===== config.mk =====
export PLATFORM = sky130hd
export DESIGN_NAME = vdma_burst_writer
export DESIGN_NICKNAME = d
export VERILOG_FILES = /design/src/rtl/vdma_pkg.sv /design/src/rtl/vdma_sync_fifo.sv /design/src/rtl/vdma_burst_writer.sv
export SDC_FILE = /design/constraint.sdc
export NUM_CORES = 2
export LEC_CHECK = 0
export CAP_MARGIN = 20
export CORE_ASPECT_RATIO = 0.7
export CORE_MARGIN = 8
export CORE_UTILIZATION = 50
export DETAILED_ROUTE_END_ITERATION = 16
export PLACE_DENSITY = 0.66
export SETUP_SLACK_MARGIN = 0.3
export SLEW_MARGIN = 20
export SYNTH_ARGS = -nofsm -noshare
export SYNTH_HDL_FRONTEND = slang
export SYNTH_SLANG_ARGS = --single-unit

===== constraint.sdc =====
create_clock -name video_source_clk_i -period 5.6 [get_ports video_source_clk_i]
set_input_delay 0.56 -clock video_source_clk_i [delete_from_list [all_inputs] [get_ports video_source_clk_i]]
set_output_delay 0.56 -clock video_source_clk_i [all_outputs]
set_load 0.01 [all_outputs]

===== src/rtl/vdma_pkg.sv =====
// Shared definitions for the VDMA write path: burst-writer FSM encoding and
// the byte size of one pixel word.
package vdma_pkg;

    typedef enum logic [2:0] {
        ST_IDLE,
        ST_FILL,
        ST_REQ,
        ST_DATA,
        ST_DONE
    } wr_state_t;

    localparam int unsigned BYTES_PER_WORD = 4;

endpackage


===== src/rtl/vdma_sync_fifo.sv =====
// Single-clock first-word-fall-through FIFO with occupancy count and a
// synchronous flush that discards all stored words.
module vdma_sync_fifo #(
    parameter int DEPTH = 64,
    parameter int WIDTH = 32
) (
    input  logic                     video_source_clk_i,
    input  logic                     video_source_clk_rst_i,
    input  logic                     flush,
    input  logic                     wr_en,
    input  logic [WIDTH-1:0]         wr_data,
    input  logic                     rd_en,
    output logic [WIDTH-1:0]         rd_data,
    output logic                     empty,
    output logic                     full,
    output logic [$clog2(DEPTH):0]   count
);

    localparam int AW = $clog2(DEPTH);
    localparam logic [AW:0] CNT_FULL = (AW + 1)'(DEPTH);

    logic [WIDTH-1:0] mem [DEPTH];
    logic [AW-1:0]    wr_ptr;
    logic [AW-1:0]    rd_ptr;
    logic [AW:0]      cnt;
    logic             do_wr;
    logic             do_rd;

    assign do_wr   = wr_en && !full;
    assign do_rd   = rd_en && !empty;
    assign empty   = (cnt == '0);
    assign full    = (cnt == CNT_FULL);
    assign count   = cnt;
    assign rd_data = mem[rd_ptr];

    always_ff @(posedge video_source_clk_i) begin
        if (video_source_clk_rst_i || flush) begin
            wr_ptr <= '0;
            rd_ptr <= '0;
            cnt    <= '0;
        end else begin
            if (do_wr) wr_ptr <= wr_ptr + 1'b1;
            if (do_rd) rd_ptr <= rd_ptr + 1'b1;
            // Simultaneous write and read leaves the occupancy unchanged.
            case ({do_wr, do_rd})
                2'b10:   cnt <= cnt + 1'b1;
                2'b01:   cnt <= cnt - 1'b1;
                default: cnt <= cnt;
            endcase
        end
    end

    always_ff @(posedge video_source_clk_i) begin
        if (do_wr) mem[wr_ptr] <= wr_data;
    end

endmodule


===== src/rtl/vdma_burst_writer.sv =====
// Buffers a frame of pixel words and writes it to memory as a sequence of
// address/length requests, each followed by its data beats.
module vdma_burst_writer
    import vdma_pkg::*;
#(
    parameter int G_BURST_LEN  = 16,
    parameter int G_FIFO_DEPTH = 64
) (
    input  logic        video_source_clk_i,
    input  logic        video_source_clk_rst_i,
    input  logic        frame_start_i,
    input  logic        data_valid_i,
    input  logic [31:0] data_i,
    input  logic [31:0] ddr_wr_addr_i,
    input  logic [23:0] frame_words_i,
    output logic        wr_req_o,
    output logic [31:0] wr_addr_o,
    output logic [7:0]  wr_len_o,
    input  logic        wr_ack_i,
    output logic [31:0] wr_data_o,
    output logic        wr_data_valid_o,
    input  logic        wr_data_ready_i,
    output logic        mem_wr_done_o,
    output logic        overflow_o
);

    localparam int CW = $clog2(G_FIFO_DEPTH) + 1;

    wr_state_t   state, state_nxt;
    logic        frame_start_d, frame_start;
    logic [31:0] base_addr, pend_addr, load_addr;
    logic [23:0] frame_words, pend_words, load_words;
    logic [23:0] accepted_cnt, issued_cnt, remaining;
    logic [7:0]  burst_len, burst_len_calc, beat_cnt;
    logic        restart_pend, start_now, restart_now, load;
    logic        beat, last_beat, in_frame, ovf_set, overflow;
    logic        fifo_wr, fifo_empty, fifo_full;
    logic [31:0] fifo_dout;
    logic [CW-1:0] fifo_count;

    assign frame_start    = frame_start_i && !frame_start_d;
    assign remaining      = frame_words - issued_cnt;
    assign burst_len_calc = (remaining >= 24'(G_BURST_LEN)) ? 8'(G_BURST_LEN) : remaining[7:0];
    assign beat           = (state == ST_DATA) && !fifo_empty && wr_data_ready_i;
    assign last_beat      = beat && (beat_cnt == burst_len - 8'd1);

    // A frame start while a request is outstanding waits for that burst's last
    // beat; the newest start always supplies the frame parameters.
    assign start_now   = frame_start && (state == ST_IDLE || state == ST_FILL || state == ST_DONE);
    assign restart_now = last_beat && (restart_pend || frame_start);
    assign load        = start_now || restart_now;
    assign load_addr   = frame_start ? ddr_wr_addr_i : pend_addr;
    assign load_words  = frame_start ? frame_words_i : pend_words;

    assign in_frame = accepted_cnt < frame_words;
    assign fifo_wr  = data_valid_i && !fifo_full && in_frame && !load;
    assign ovf_set  = data_valid_i && fifo_full && in_frame && !load;

    vdma_sync_fifo #(
        .DEPTH (G_FIFO_DEPTH),
        .WIDTH (32)
    ) u_fifo (
        .video_source_clk_i     (video_source_clk_i),
        .video_source_clk_rst_i (video_source_clk_rst_i),
        .flush                  (load),
        .wr_en                  (fifo_wr),
        .wr_data                (data_i),
        .rd_en                  (beat),
        .rd_data                (fifo_dout),
        .empty                  (fifo_empty),
        .full                   (fifo_full),
        .count                  (fifo_count)
    );

    always_comb begin
        state_nxt = state;
        case (state)
            ST_IDLE: state_nxt = ST_IDLE;
            ST_FILL: if (32'(fifo_count) >= 32'(burst_len_calc)) state_nxt = ST_REQ;
            ST_REQ:  if (wr_ack_i) state_nxt = ST_DATA;
            ST_DATA: if (last_beat) state_nxt = (remaining == 24'd0) ? ST_DONE : ST_FILL;
            ST_DONE: state_nxt = ST_IDLE;
            default: state_nxt = ST_IDLE;
        endcase
        if (load) state_nxt = (load_words == 24'd0) ? ST_DONE : ST_FILL;
    end

    always_ff @(posedge video_source_clk_i) begin
        if (video_source_clk_rst_i) begin
            state         <= ST_IDLE;
            frame_start_d <= 1'b0;
            base_addr     <= '0;
            frame_words   <= '0;
            pend_addr     <= '0;
            pend_words    <= '0;
            restart_pend  <= 1'b0;
            accepted_cnt  <= '0;
            issued_cnt    <= '0;
            burst_len     <= '0;
            beat_cnt      <= '0;
            overflow      <= 1'b0;
        end else begin
            state         <= state_nxt;
            frame_start_d <= frame_start_i;
            if (load) begin
                base_addr    <= load_addr;
                frame_words  <= load_words;
                accepted_cnt <= '0;
                issued_cnt   <= '0;
                overflow     <= 1'b0;
                restart_pend <= 1'b0;
            end else begin
                if (fifo_wr) accepted_cnt <= accepted_cnt + 24'd1;
                if (ovf_set) overflow <= 1'b1;
                if (frame_start && (state == ST_REQ || state == ST_DATA)) begin
                    restart_pend <= 1'b1;
                    pend_addr    <= ddr_wr_addr_i;
                    pend_words   <= frame_words_i;
                end
                if (state == ST_FILL && state_nxt == ST_REQ) burst_len <= burst_len_calc;
                if (state == ST_REQ && wr_ack_i) begin
                    issued_cnt <= issued_cnt + 24'(burst_len);
                    beat_cnt   <= '0;
                end
                if (beat) beat_cnt <= beat_cnt + 8'd1;
            end
        end
    end

    // Request address counts words already handed to earlier bursts.
    assign wr_req_o        = (state == ST_REQ);
    assign wr_addr_o       = wr_req_o ? base_addr + 32'(issued_cnt) * 32'(BYTES_PER_WORD) : 32'd0;
    assign wr_len_o        = wr_req_o ? burst_len - 8'd1 : 8'd0;
    assign wr_data_valid_o = (state == ST_DATA) && !fifo_empty;
    assign wr_data_o       = wr_data_valid_o ? fifo_dout : 32'd0;
    assign mem_wr_done_o   = (state == ST_DONE);
    assign overflow_o      = overflow;

endmodule


# Word level (Yosys, flattened, before mapping)
# Memories as Yosys holds them, arrays and structs flattened. A register that Yosys moved wholly into a read port is not among the register bits.
# Cells that the tools add are included.
dict set report totals {
  mem_bits_rw 2048
  mem_count 1
  ff_bits 201
  out_inout_bits 76
  in_bits 94
}
dict set report classes {
  n_eq_ne 9
  order_cmp 3
  add_sub_neg 10
  n_mux 20
  reduce_logical 37
  bitwise 1
}
# memory depth width read_ports rd_clocked_by_memory_dff write_ports line_no
set mem_list {}
lappend mem_list {u_fifo.mem 64 32 1 1 1 vdma_sync_fifo.sv:22} ;# logic [WIDTH-1:0] mem [DEPTH];
# cell count
set op_table {}
lappend op_table {{$mux 32} 3}
lappend op_table {{$logic_not 24->1} 2}
lappend op_table {{$add 32x26->32} 1}
lappend op_table {{$mux 8} 4}
lappend op_table {{$add 24x1->24 const B} 1}
lappend op_table {{$add 24x8->24} 1}
lappend op_table {{$ge 24x5->1 const B} 1}
lappend op_table {{$lt 24x24->1} 1}
lappend op_table {{$mux 24} 1}
lappend op_table {{$sub 24x24->24} 1}
lappend op_table {{$mux 3} 6}
lappend op_table {{$logic_and 1x1->1} 17}
lappend op_table {{$pmux 7 s2} 1}
lappend op_table {{$add 6x1->6 const B} 2}
lappend op_table {{$mux 6} 2}
lappend op_table {{$eq 3x2->1 const B} 3}
lappend op_table {{$pmux 3 s3} 1}
lappend op_table {{$add 8x1->8 const B} 1}
lappend op_table {{$eq 8x8->1} 1}
lappend op_table {{$ge 7x8->1} 1}
lappend op_table {{$sub 8x1->8 const B} 1}
lappend op_table {{$add 7x1->7 const B} 1}
lappend op_table {{$eq 7x7->1 const B} 1}
lappend op_table {{$logic_not 7->1} 1}
lappend op_table {{13 further kinds} 25}

# Depth between registers and ports, before layout
dict set report logic_depth {
  depth_word 12
  depth_mapped 24
}

# Hierarchy
# A second synthesis with hierarchy kept.
dict set report hier_totals {
  cells_unflattened 4977
  hier_area_um2 91301.3
}
# module seq_area_each_um2 area_each_um2 cells_per_inst instances
set modules_own_cells {}
lappend modules_own_cells {vdma_sync_fifo 61999.5 78998.3 3427 1}
lappend modules_own_cells {vdma_burst_writer 3643.5 12303.0 1550 1}

# Least setup slack after synthesis
# OpenSTA, ideal clock, no wires.
dict set report synth_path {
  path_type {reg2reg}
  startpoint {reg issued_cnt[0]}
  endpoint {reg burst_len[2]}
  path_stages_with_launch 24
  n_path_buf 1
  period_less_slack_ns 4.905
  arrival_ns 4.846
  slack_ns 0.695
  cell_sequence {dfxtp_1 > ha_1 > inv_1 > fa_1 > a211oi_1 > nor3_1 > nor3_1 > o21ai_0 > or4b_1 > or4_1 > nor4_2 > and3_1 > buf_6 > and2_1 > ha_1 > nand2b_1 > a21o_1 > a21oi_1 > o21ai_0 > a31oi_1 > nor2b_1 > a21oi_1 > and2_1 > a31o_1}
}
dict set report synth_between {
  elab_chain_len 10
  elab_cells_between_ends 13
  cone_classes {1 x add/sub; 2 x order compare; 1 x eq/ne; 6 x mux; 3 x reduce/logical}
}
# item line_no
set synth_rtl {}
lappend synth_rtl {{start, declared} vdma_burst_writer.sv:33} ;# logic [23:0] accepted_cnt, issued_cnt, remaining;
lappend synth_rtl {{start signal, assigned} vdma_burst_writer.sv:122} ;# issued_cnt <= issued_cnt + 24'(burst_len);
lappend synth_rtl {{$sub 24x24->24 *} vdma_burst_writer.sv:42} ;# assign remaining = frame_words - issued_cnt;
lappend synth_rtl {{$ge 24x5->1} vdma_burst_writer.sv:43} ;# assign burst_len_calc = (remaining >= 24'(G_BURST_LEN)) ? 8'(G_BURST_LEN) : remaining[7:0];
lappend synth_rtl {{$mux 8 *} vdma_burst_writer.sv:43}
lappend synth_rtl {{net burst_len_calc[0]} vdma_burst_writer.sv:34} ;# logic [7:0] burst_len, burst_len_calc, beat_cnt;
lappend synth_rtl {{$ge 7x8->1 *} vdma_burst_writer.sv:79} ;# ST_FILL: if (32'(fifo_count) >= 32'(burst_len_calc)) state_nxt = ST_REQ;
lappend synth_rtl {{$mux 3 *} vdma_burst_writer.sv:79}
lappend synth_rtl {{$pmux 3 s3 *} vdma_burst_writer.sv:77} ;# case (state)
lappend synth_rtl {{$mux 3 *} vdma_burst_writer.sv:85} ;# if (load) state_nxt = (load_words == 24'd0) ? ST_DONE : ST_FILL;
lappend synth_rtl {{$eq 3x2->1 *} vdma_burst_writer.sv:120} ;# if (state == ST_FILL && state_nxt == ST_REQ) burst_len <= burst_len_calc;
lappend synth_rtl {{$logic_and 1x1->1 *} vdma_burst_writer.sv:120}
lappend synth_rtl {{$reduce_and 2->1 (no line) *} -}
lappend synth_rtl {{end signal, assigned} vdma_burst_writer.sv:120}
lappend synth_rtl {{end, declared} vdma_burst_writer.sv:34}
# Mark *: on every way through the listed nets, which the timed path passes. The rest lies on a longest branch.
# A chain may end at the register's enable or synchronous reset.

==> impl_metrics.yaml <==
clock_tree:
  cts_made_buffers: 205
  numClockSinks: 2255
  cts_tree: "yes"
  htreeDepth: 4
  clk_latency_ns: 0.83
  root_buffer: "clkbuf_16"
  cts.path.max_buffers: 3
  ctsHoldBuffers: 0
  clkTransAtPathRegs_ns: 0.06
floorplanning:
  chipWidth_um: 526
  rows: 131
  die_area_um2: 196000
  io_pins: 170
  die_h_um: 373
  core_area_um2: 181000
  start_util_pct: 50.1
global_route:
  grt_use_total_pct: 24.6
  antenna_found_initial: 10
  grt_max_degree: 105
  grt_pass1_wl_mm: 351
  grt_pass1_vias: 47200
  gr-total-overflow: 0
layout:
  final_layout_size_suffix_gt1_share_pct: 25.3
  fin_util_pct: 57.5
  final_net_count: 5236
  syn2layout_area_growth_pct: 14.7
  n_fill_cell: 13100
routing:
  drc: 0
  firstDrtPassIters: 6
  via_per_inst: 6.42
  via_count: 48900
  drtAntennaViolNets: 0
  drt-total-wl_mm: 246
  drtIter0Drc: 6218
  routedWlPerCell_um: 32.3
yosys:
  ys.flop_type: "edfxtp_1"
  ys_seq_area_share_pct: 72.2
  syn-cell-area_um2: 90900
  ys_types: 76
  avgSynthCellArea_um2: 19.4
  ys_ff_latch: 2255
  synth_top_area_cell: "edfxtp_1"
  synth.top_cell.area_share_pct: 67.6
  synthTopCellsByCount: "edfxtp_1 (2048), mux4_2 (657), nor2_1 (269), dfxtp_1 (207), nand2_1 (186)"
  yosysWarnings: 0
  synthTopCellsByArea: "edfxtp_1 (68%), mux4_2 (16%), dfxtp_1 (4.6%), ha_1 (1.3%), nor2_1 (1.1%)"
  synthCells: 4686
  ys_async_sr_fraction_pct: 0
  synth_edf_count: 2048
  yosysMostFrequentCell: "edfxtp_1"
power_and_ir_drop:
  irDropWorstVdd_mv: 0.301
  p_leak_nw: 32.2
  power_density_nw_per_um2: 321
  p_total_mw: 33.5
sta:
  grt_setup_unrepaired: "false"
  fin_crit_sh_pct: 91.3
  layout_setup_ws_ns: 0.487
  fin_crit_ns: 5.11
  finalMaxSlewViolations: 0
  clock.fmax_ghz: 0.196
  setup-tns-final_ns: 0
  fin_skew_ns: 0.0320
  setup_violations: 0
  slew_headroom_pct: 22.7
  hold_violations: 0
  tightest_slew_ns: 1.16
min_path:
  min_path_cells: 1
  hold_class: "primary input to flip-flop"
setup_path:
  regToRegSetupSlack_ns: 0.55
  crit_path_start_kind: "flip-flop"
  cp.required_ns: 5.04
  setup.worst_path.end_class: "output pin"
  arrival_ns: 4.55
  path_max_fanout: 25
  reg2regPathDepth: 21
  critPathKind: "flip-flop to output pin"
placement:
  hpwl_mm: 149
  dp_slack_ns: 0.197
  gp_congestion: 0.947
  port_buffers: 169
outcome:
  status: "finished clean"
job:
  maxCapViolCount: 0
[critical path, cell delays in order (launching register included)]
cell and delay [ns]:
dfxtp_4 0.62, buf_12 0.30, buf_12 0.27, mux4_2 0.55
mux4_2 0.54, mux4_2 0.66, and2_1 0.23, clkdlybuf4s50_1 0.47
[area by class of cell]
cell class | count | area (um^2) | share of cell area [%]
sequential | 2255 | 65700 | 63.0
multi-input combinational | 2101 | 24700 | 23.7
clock buffer | 257 | 5420 | 5.20
timing repair buffer | 395 | 4010 | 3.84
tap | 2394 | 3000 | 2.87
clock inverter | 118 | 1150 | 1.11
inverter | 84 | 315 | 0.302
antenna | 4 | 10.0 | 0.00960
[power breakdown]
group | internal (mW) | switching [mW]
combinational | 0.349 | 0.711
clock | 7.85 | 6.12
sequential | 18.4 | 0.0483
total | 26.6 | 6.88
[sequential cells by signal, summed over array words and instances (netlist names), named ones only]
signal,flops
burst_len,8
state,3
u_fifo.rd_ptr,6
issued_cnt,24
pend_words,24
u_fifo.mem,2048
frame_start_d,1
beat_cnt,8
u_fifo.count,7
overflow_o,1
frame_words,24
u_fifo.wr_ptr,6
pend_addr,32
accepted_cnt,24
restart_pend,1
base_addr,32
[metrics by stage]
| stage | area, um^2 | instances | hold slack (ns) |
|---|---|---|---|
| 3_5_place_dp | 97300 | 7214 | 0.446 |
| 4_1_cts | 104000 | 7590 | 0.176 |
| 3_3_place_gp | 97300 | 7214 | 0.441 |
| 6_report | 104000 | 7608 | 0.139 |
| 5_1_grt | 104000 | 7604 | 0.123 |
| 2_1_floorplan | 90900 | 4687 | 0.436 |
[routing by layer]
| layer | GRT usage (%) | up-vias | part of all wire, % |
|---|---|---|---|
| met5 | 0 | - | 0 |
| met4 | 5.03 | 0 | 1.9 |
| met3 | 5.33 | 294 | 11 |
| met2 | 35.5 | 2631 | 44 |
| met1 | 38.8 | 26000 | 44 |
| li1 | - | 19900 | - |
[cells in the final DEF, fill, tap and decap left out, types with 29 or more instances in the layout]
master	netlist	routed
dfxtp_1	207	197
nor3_1	39	37
buf_12	0	57
clkinv_1	3	58
nor2_1	269	205
nand2_1	186	184
ha_1	96	92
a211oi_1	94	92
mux2i_1	82	82
a21oi_1	148	143
nor2b_1	31	29
clkbuf_16	0	209
xor2_1	31	31
buf_4	0	179
nand3_1	34	33
o21ai_0	47	44
a21o_1	31	31
nand4_1	30	30
edfxtp_1	2048	2048
inv_1	81	81
xnor2_1	61	60
clkbuf_1	165	47
nor2_4	0	64
and2_1	44	43
mux4_2	657	657
clkdlybuf4s50_1	0	136
[what timing repair did]
item | 4_1_cts | 5_1_grt
gates cloned | 0 | 0
buffers inserted | 1 | 8
pin swaps | 0 | 11
resized for setup | 8 | 34
endpoints found under the setup margin | 17 | 19
[logic make-up after synthesis]
kind of cell / after synthesis / synth area share [%]
XOR/XNOR: 95 / 0.962
adder cells (fa/ha/maj): 100 / 1.41
AND/OR/NAND/NOR: 763 / 4.03
other: 1 / 0.00412
flip-flops: 2255 / 72.2
multiplexers: 740 / 17.2
buffers and inverters: 331 / 1.39
AO/OA/AOI/OAI: 401 / 2.82
[worst paths after layout]
| kind | start | end |
|---|---|---|
| min | data_i[11] | u_fifo.mem[8][11] |
| min reg2reg | pend_addr[17] | pend_addr[17] |
| max | flip-flop | wr_data_o[23] |
| max reg2reg | issued_cnt[1] | burst_len[0] |
No activity file was read; power rests on OpenSTA's default activity.
